[src/rtl/pe_noc_pkg.sv]
// pe_noc_pkg: shared NoC packet field geometry and counter width
// Layout MSB->LSB: seq | dst_x | dst_y | payload.
package pe_noc_pkg;
  localparam int CNT_W = 16;
  function automatic int seq_w(input int n);
    return (n < 2) ? 1 : $clog2(n);
  endfunction
  function automatic int payload_lsb();
    return 0;
  endfunction
  function automatic int dst_y_lsb(input int dw);
    return dw;
  endfunction
  function automatic int dst_x_lsb(input int dw, input int ys);
    return dw + ys;
  endfunction
  function automatic int seq_lsb(input int dw, input int ys, input int xs);
    return dw + ys + xs;
  endfunction
endpackage

[src/rtl/pe_reorder_mem.sv]
// pe_reorder_mem: reorder buffer (payload flops + valid bits) indexed by sequence number
// Ports: clk, rst (async high); write port wr_en_i/wr_seq_i/wr_data_i sets a slot;
// rd_ptr_i selects the combinational read rd_data_o, rd_clr_i clears that slot; vbit_o exposes all valid bits.
module pe_reorder_mem #(
  parameter int N  = 4,
  parameter int DW = 8,
  parameter int AW = 2
) (
  input  logic          clk,
  input  logic          rst,
  input  logic          wr_en_i,
  input  logic [AW-1:0] wr_seq_i,
  input  logic [DW-1:0] wr_data_i,
  input  logic [AW-1:0] rd_ptr_i,
  input  logic          rd_clr_i,
  output logic [DW-1:0] rd_data_o,
  output logic [N-1:0]  vbit_o
);
  logic [DW-1:0] mem_q [N];
  logic [N-1:0] vbit_q, vbit_d;
  always_comb begin
    vbit_d = vbit_q;
    if (rd_clr_i) vbit_d[rd_ptr_i] = 1'b0;
    if (wr_en_i) vbit_d[wr_seq_i] = 1'b1;
  end
  always_ff @(posedge clk or posedge rst)
    if (rst) vbit_q <= '0;
    else vbit_q <= vbit_d;
  always_ff @(posedge clk)
    if (wr_en_i) mem_q[wr_seq_i] <= wr_data_i;
  assign rd_data_o = mem_q[rd_ptr_i];
  assign vbit_o = vbit_q;
endmodule

[src/rtl/pe_depacketizer.sv]
// pe_depacketizer: accepts out-of-order NoC packets for this PE and streams payloads to PCI in sequence order
// Ports: clk, rst (async high); i_data/i_valid/o_ready from switch; o_data_pci/o_valid_pci/i_ready_pci
// to PCI; o_frame_done pulses after seq pck_num-1 is loaded; o_dup_cnt/o_misroute_cnt drop counters.
// Define PE_DEPKT_STATS_EN to implement the drop counters; otherwise they read 0.
module pe_depacketizer
  import pe_noc_pkg::*;
#(
  parameter int X           = 1,
  parameter int Y           = 2,
  parameter int x_size      = 2,
  parameter int y_size      = 2,
  parameter int pck_num     = 4,
  parameter int data_width  = 8,
  parameter int total_width = data_width + x_size + y_size + seq_w(pck_num)
) (
  input  logic                   clk,
  input  logic                   rst,
  input  logic [total_width-1:0] i_data,
  input  logic                   i_valid,
  output logic                   o_ready,
  output logic [data_width-1:0]  o_data_pci,
  output logic                   o_valid_pci,
  input  logic                   i_ready_pci,
  output logic                   o_frame_done,
  output logic [CNT_W-1:0]       o_dup_cnt,
  output logic [CNT_W-1:0]       o_misroute_cnt
);
  localparam int SEQ_W = seq_w(pck_num);
  localparam logic [SEQ_W-1:0] LAST = SEQ_W'(pck_num - 1);
  localparam logic [SEQ_W:0] NUM = (SEQ_W + 1)'(pck_num);
  logic [SEQ_W-1:0] seq, rd_ptr_q, rd_ptr_d;
  logic [x_size-1:0] dx;
  logic [y_size-1:0] dy;
  logic [data_width-1:0] payload, rd_data, data_q;
  logic [pck_num-1:0] vbit;
  logic addr_ok, hit_full, accept, load, valid_q, ready_q, done_q;
  assign seq      = i_data[seq_lsb(data_width, y_size, x_size) +: SEQ_W];
  assign dx       = i_data[dst_x_lsb(data_width, y_size) +: x_size];
  assign dy       = i_data[dst_y_lsb(data_width) +: y_size];
  assign payload  = i_data[payload_lsb() +: data_width];
  assign addr_ok  = dx == x_size'(X) && dy == y_size'(Y) && {1'b0, seq} < NUM;
  // vbit is sampled before this cycle's drain clears it, so a packet hitting the slot being drained is a duplicate
  assign hit_full = vbit[seq];
  assign accept   = i_valid && addr_ok && !hit_full;
  assign load     = vbit[rd_ptr_q] && (!valid_q || i_ready_pci);
  assign rd_ptr_d = rd_ptr_q == LAST ? '0 : rd_ptr_q + 1'b1;
  pe_reorder_mem #(.N(pck_num), .DW(data_width), .AW(SEQ_W)) u_mem (
    .clk       (clk),
    .rst       (rst),
    .wr_en_i   (accept),
    .wr_seq_i  (seq),
    .wr_data_i (payload),
    .rd_ptr_i  (rd_ptr_q),
    .rd_clr_i  (load),
    .rd_data_o (rd_data),
    .vbit_o    (vbit)
  );
  always_ff @(posedge clk or posedge rst)
    if (rst) begin
      ready_q  <= 1'b0;
      rd_ptr_q <= '0;
      valid_q  <= 1'b0;
      data_q   <= '0;
      done_q   <= 1'b0;
    end else begin
      ready_q <= 1'b1;
      done_q  <= load && rd_ptr_q == LAST;
      if (load) begin
        data_q   <= rd_data;
        valid_q  <= 1'b1;
        rd_ptr_q <= rd_ptr_d;
      end else if (i_ready_pci) valid_q <= 1'b0;
    end
  assign o_ready      = ready_q;
  assign o_data_pci   = data_q;
  assign o_valid_pci  = valid_q;
  assign o_frame_done = done_q;
`ifdef PE_DEPKT_STATS_EN
  logic [CNT_W-1:0] dup_q, mis_q;
  logic dup, misr;
  assign dup  = i_valid && addr_ok && hit_full;
  assign misr = i_valid && !addr_ok;
  always_ff @(posedge clk or posedge rst)
    if (rst) begin
      dup_q <= '0;
      mis_q <= '0;
    end else begin
      if (dup && !(&dup_q)) dup_q <= dup_q + 1'b1;
      if (misr && !(&mis_q)) mis_q <= mis_q + 1'b1;
    end
  assign o_dup_cnt      = dup_q;
  assign o_misroute_cnt = mis_q;
`else
  assign o_dup_cnt      = '0;
  assign o_misroute_cnt = '0;
`endif
endmodule
[config.mk]
export PLATFORM = sky130hd
export DESIGN_NAME = pe_depacketizer
export DESIGN_NICKNAME = d
export VERILOG_FILES = /design/src/rtl/pe_noc_pkg.sv /design/src/rtl/pe_reorder_mem.sv /design/src/rtl/pe_depacketizer.sv
export SDC_FILE = /design/constraint.sdc
export NUM_CORES = 1
export LEC_CHECK = 0
export ABC_AREA = 1
export CORE_ASPECT_RATIO = 1.2
export CORE_MARGIN = 1
export CORE_UTILIZATION = 45
export DETAILED_ROUTE_END_ITERATION = 7
export DONT_BUFFER_PORTS = 1
export PLACE_DENSITY = 0.68
export SLEW_MARGIN = 40
export SYNTH_ARGS = -nofsm -noshare
export SYNTH_HDL_FRONTEND = slang
export SYNTH_SLANG_ARGS = --single-unit
[constraint.sdc]
create_clock -name clk -period 3.1 [get_ports clk]
set_input_delay 0.155 -clock clk [delete_from_list [all_inputs] [get_ports clk]]
set_output_delay 0.155 -clock clk [all_outputs]
set_load 0.01 [all_outputs]
## Word level (Yosys, flattened, before mapping)

Memory sizes are Yosys's and may differ from the RTL's. A register that Yosys moved wholly into a read port is not among the register bits.
Index checks and enable logic that the tools add are counted.

- Register bits after elaboration: 9
- Latch bits: 0
- RAM bits: 32
- Bits in read-only memories: 0
- Input bits: 18
- Output and inout port bits: 43
- Logic and storage cells: 43
- Memories kept: 1

- $add $sub $neg: 1
- Multiply operators: 0
- Div/mod/pow operators: 0
- Order comparisons: 4
- Eq/ne operators: 3
- Shifts and indexed selects: 0
- Mux-type cells: 15
- Bitwise operators: 3
- Reductions and logical operators: 11

Memories:

| name | depth | bits a word | read ports | clocked after Yosys merged registers in | write ports | line | RTL |
|---|---|---|---|---|---|---|---|
| u_mem.mem_q | 4 | 8 | 1 | 1 | 1 | pe_reorder_mem.sv:19 | `logic [DW-1:0] mem_q [N];` |

Operators with widths:

| kind | number |
|---|---|
| 1-bit two-way mux | 8 |
| 4-bit two-way mux | 2 |
| 1-bit logical AND | 7 |
| 2-bit by 3-bit < comparator with 1-bit output, second input constant | 2 |
| 4-bit AND | 1 |
| 1-bit binary-select mux with 2-bit select | 2 |
| 1-bit demux with 2-bit select | 2 |
| 2-bit == test, second input constant | 2 |
| 2-bit by 1-bit >= comparator with 1-bit output, second input constant | 2 |
| 4-bit NOT | 1 |
| 4-bit OR | 1 |
| 2-bit by 1-bit adder with 2-bit output, second input constant | 1 |
| 2-bit by 1-bit == test with 1-bit output, second input constant | 1 |
| 1-bit zero test | 2 |
| 2-bit two-way mux | 1 |
| 2-bit nonzero test | 1 |
| 1-bit logical OR | 1 |

## Logic depth before layout (Yosys ltp)

- Depth after elaboration: 9
- Gate-level depth with buffers: 9
- Depth with buffers taken out: 7

## Hierarchy

A second synthesis with hierarchy kept.

- Cells, all modules: 253
- Area total of the unflattened synthesis: 2,414.8 um2

Modules (own cells, without submodules):

| module | instances | cells an instance | area each (um2) | seq. area each (um2) |
|---|---|---|---|---|
| pe_reorder_mem | 1 | 144 | 1,527.7 | 1,061.0 |
| pe_depacketizer | 1 | 109 | 887.1 | 325.3 |

## Least setup slack after synthesis

No wires, ideal clock.

- Path type: reg2reg
- From: register u_mem.vbit_q[2] (netlist: u_mem.vbit_o[2])
- To: memory u_mem.mem_q[3][0], enable pin
- Arrival: 920 ps
- Required time: 2,776 ps
- Slack: 1,856 ps
- Cell stages (with the launch flop): 6
- Path buffers: 0
- Period minus slack after synthesis: 1,244 ps
- Cells stage by stage: dfrtp_1 > nand3_1 > nand2_1 > nor2_1 > nand3_1 > inv_1

- Cells in the longest elaborated chain, start to end: 6

RTL lines:

| element | line | RTL |
|---|---|---|
| start: declaration | pe_reorder_mem.sv:20 | `logic [N-1:0] vbit_q, vbit_d;` |
| start signal: assignment | pe_reorder_mem.sv:28 | `else vbit_q <= vbit_d;` |
| 1-bit binary-select mux with 2-bit select | pe_depacketizer.sv:43 | `assign hit_full = vbit[seq];` |
| 1-bit two-way mux (implied by the code) | pe_depacketizer.sv:43 |  |
| 1-bit zero test | pe_depacketizer.sv:44 | `assign accept = i_valid && addr_ok && !hit_full;` |
| 1-bit logical AND | pe_depacketizer.sv:44 |  |
| 1-bit two-way mux | pe_reorder_mem.sv:30 | `if (wr_en_i) mem_q[wr_seq_i] <= wr_data_i;` |
| 1-bit two-way mux (implied by the code) | pe_reorder_mem.sv:30 |  |
| end: declaration | pe_reorder_mem.sv:19 |  |

No other way between the ends. The select of a mux whose other input is x is not followed.

## Worst setup path in the final report

- From: register rd_ptr_q[0]
- To: register data_q[4] (netlist: o_data_pci[4]) (read register of u_mem.mem_q)

- Cells in the longest elaborated chain, start to end: 3

RTL lines:

| element | line | RTL |
|---|---|---|
| start: declaration | pe_depacketizer.sv:31 | `logic [SEQ_W-1:0] seq, rd_ptr_q, rd_ptr_d;` |
| start signal: assignment | pe_depacketizer.sv:71 | `rd_ptr_q <= rd_ptr_d;` |
| 1-bit binary-select mux with 2-bit select | pe_depacketizer.sv:45 | `assign load = vbit[rd_ptr_q] && (!valid_q \|\| i_ready_pci);` |
| 1-bit two-way mux (implied by the code) | pe_depacketizer.sv:45 |  |
| 1-bit logical AND | pe_depacketizer.sv:45 |  |
| end: declaration | pe_depacketizer.sv:34 | `logic [data_width-1:0] payload, rd_data, data_q;` |

Several ways; a longest one is shown, not always the timed one. The select of a mux whose other input is x is not followed.
A chain may end at the register's enable or synchronous reset.

==> flow_metrics.tcl <==
set metrics [dict create \
    wl_per_cell_um 11.3 \
    post_cts_buffers 0 \
    fin_area_um2 2560 \
    globalplace.congestion 0.723 \
    diodes 0 \
    numPortBuffers 0 \
    fin_crit_sh_pct 62.7 \
    relSlewSlack_pct 58.6 \
    crit_arrival_ns 2.13 \
    clk_transition_reported_paths_ns 0.09 \
    antenna_found_initial 0 \
    ys_ff_latch 49 \
    cts_buffers 5 \
    hold_class "in -> reg" \
    yosysWarnings 0 \
    final-setup-viol-count 0 \
    grt-ovfl-total 0 \
    die_x_um 69.5 \
    grt_pass1_vias 1352 \
    track_usage_pct 14.1 \
    finalNonFillerCells 332 \
    fmax_mhz 514 \
    power_density_nw_per_um2 752 \
    clock_latency_ns 0.30 \
    crit_fanout 26 \
    tritoncts "yes" \
    p_leak_nw 1.24 \
    post_dp_cell_area_um2 2350 \
    cts-root-buf "clkbuf_8" \
    fin_nets 291 \
    first_iter_violations 60 \
    ant_nets 0 \
    slew_viol_final 0 \
    initial_core_util_pct 46.8 \
    via_count 1496 \
    grt_pass1_wl_mm 6.35 \
    row_count 29 \
    drc 0 \
    drive_above_1_share_pct 6.67 \
    numClockSinks 49 \
    clock_skew_ns 0.00456 \
    synth_top_area_share_pct 39.0 \
    dp_hpwl_mm 2.67 \
    avgViaCountPerCell 4.51 \
    hold_viol_final 0 \
    synth_area_leaders "edfxtp_1, dfrtp_1, nand2_1, buf_4, inv_1" \
    clock_path_buffers 2 \
    fin_ws_ns 1.15 \
    post-place-ws_ns 1.16 \
    postSynthCellCount 261 \
    worst_setup_path_start_kind "flop" \
    synthesis.area_um2 2460 \
    end_kind "flop" \
    dieArea_um2 5770 \
    grt_max_degree 27 \
    tightest_slew_ns 0.620 \
    firstDrtPassIters 4 \
    placedCellCount 315 \
    multi_input_area_um2 777 \
    worstSetupPathType "reg -> reg" \
    setup-tns-final_ns 0 \
    drt-total-wl_mm 3.74 \
    hold_ws_ns 0.0710 \
    fillers 498 \
    area_delta_synth_final_pct 3.97 \
    ys_seq_area_share_pct 56.3 \
    die_height_um 83.0 \
    max-cap-violations 0 \
    yosysTopAreaCell "edfxtp_1" \
    h-tree-depth 2 \
    required_ns 3.28 \
    io_pins 61 \
    regArea_um2 1390 \
    ir_drop_mv 0.398 \
    reg2reg_slack_ns 1.15 \
    core_um2 5260 \
    outcome "finished clean" \
    syn_area_per_cell_um2 9.43 \
    fin_crit_ns 1.95 \
    rsz0062_at_grt "no" \
    synth_cell_types 18 \
]
metrics by stage:
step	util (%)	power, mW
after CTS	48.6	1.94
after global placement	44.7	1.46
final	48.6	1.92
after floorplan	-	1.46
after global routing	48.6	2.09
after detailed placement	44.7	1.48
worst max-delay path, cell delays in order (launching register included):
cell and delay [ns]:
dfrtp_1 0.37, buf_4 0.20, inv_1 0.48, nand2_1 0.14, nand3_2 0.16, nand3_4 0.26, nand2_1 0.13, o21ai_0 0.08
worst paths after layout:
path / startpoint / to / depth (start not counted)
setup reg to reg: rd_ptr_q[0] / o_data_pci[4] / 7
max in group asynchronous: rst / o_data_pci[1] / 2
min in group asynchronous: rst / u_mem.vbit_o[0] / 2
hold reg to reg: o_data_pci[5] / o_data_pci[5] / 2
hold / removal: i_data[12] / u_mem.vbit_o[1] / 2
setup / recovery: rd_ptr_q[0] / o_data_pci[4] / 7
layout by cell type (no fill, tap or decap), drive strengths merged:
cell type and instances:
nand2 98, conb 33, edfxtp 32, inv 28, dfrtp 17, nand3 14
nor2 10, o21ai 10, dlygate4sd3 9, nand4 6, clkbuf 5, ha 4
clkinv 1, clkinvlp 1, bufinv 1, buf 1
final cells by class:
type	instances	area share, %
clock buffers	5	2.69
repair buffers	10	3.81
well taps	62	3.03
flip-flops and latches	49	54.2
multi-input cells	175	30.4
inverters	28	4.11
clock inverters	3	1.81
state kept, by name, summed over array words and instances (netlist names):
register / cells
o_data_pci: 8
u_mem.mem_q: 32
rd_ptr_q: 2
o_frame_done: 1
o_valid_pci: 1
o_ready: 1
u_mem.vbit_o: 4
cells in the mapped netlist:
cell and count:
buf_2 1, dfrtp_1 17, nand3_1 11, ha_1 4, o21ai_2 4, nand4_1 6
nor2_1 10, nand3_4 1, nand2_1 97, buf_4 36, nand3_2 2, edfxtp_1 32
conb_1 2, o21ai_0 6, inv_1 27, inv_2 1, buf_6 3, nand2_2 1
per-layer routing:
layer / up-vias / share of wire (%) / global-route usage, % / wire length, um
li1: 771 / - / - / -
met3: 4 / 6.5 / 4.25 / 243
met5: - / 0 / 0 / 0
met1: 660 / 47 / 18.7 / 1760
met2: 61 / 46 / 21.4 / 1710
met4: 0 / 0.86 / 6.12 / 32
where the power goes:
| part | total (mW) | leakage [nW] | internal [mW] | switching, mW |
|---|---|---|---|---|
| registers | 0.896 | 0.506 | 0.783 | 0.113 |
| logic | 0.572 | 0.681 | 0.185 | 0.387 |
| clock network | 0.455 | 0.0543 | 0.241 | 0.214 |
kinds of logic after synthesis:
family | Yosys count | synth area share (%)
other cells | 2 | 0.305
compound gates | 10 | 2.64
flops | 49 | 56.3
buf+inv | 68 | 16.8
simple gates | 128 | 21.9
fa+ha+maj | 4 | 2.03
timing repair:
action | CTS | global route
endpoints found under the hold margin | 49 | 0
resized for setup | 0 | 0
hold buffers | 9 | 0
Note: power is estimated with default switching activity, not from simulation.
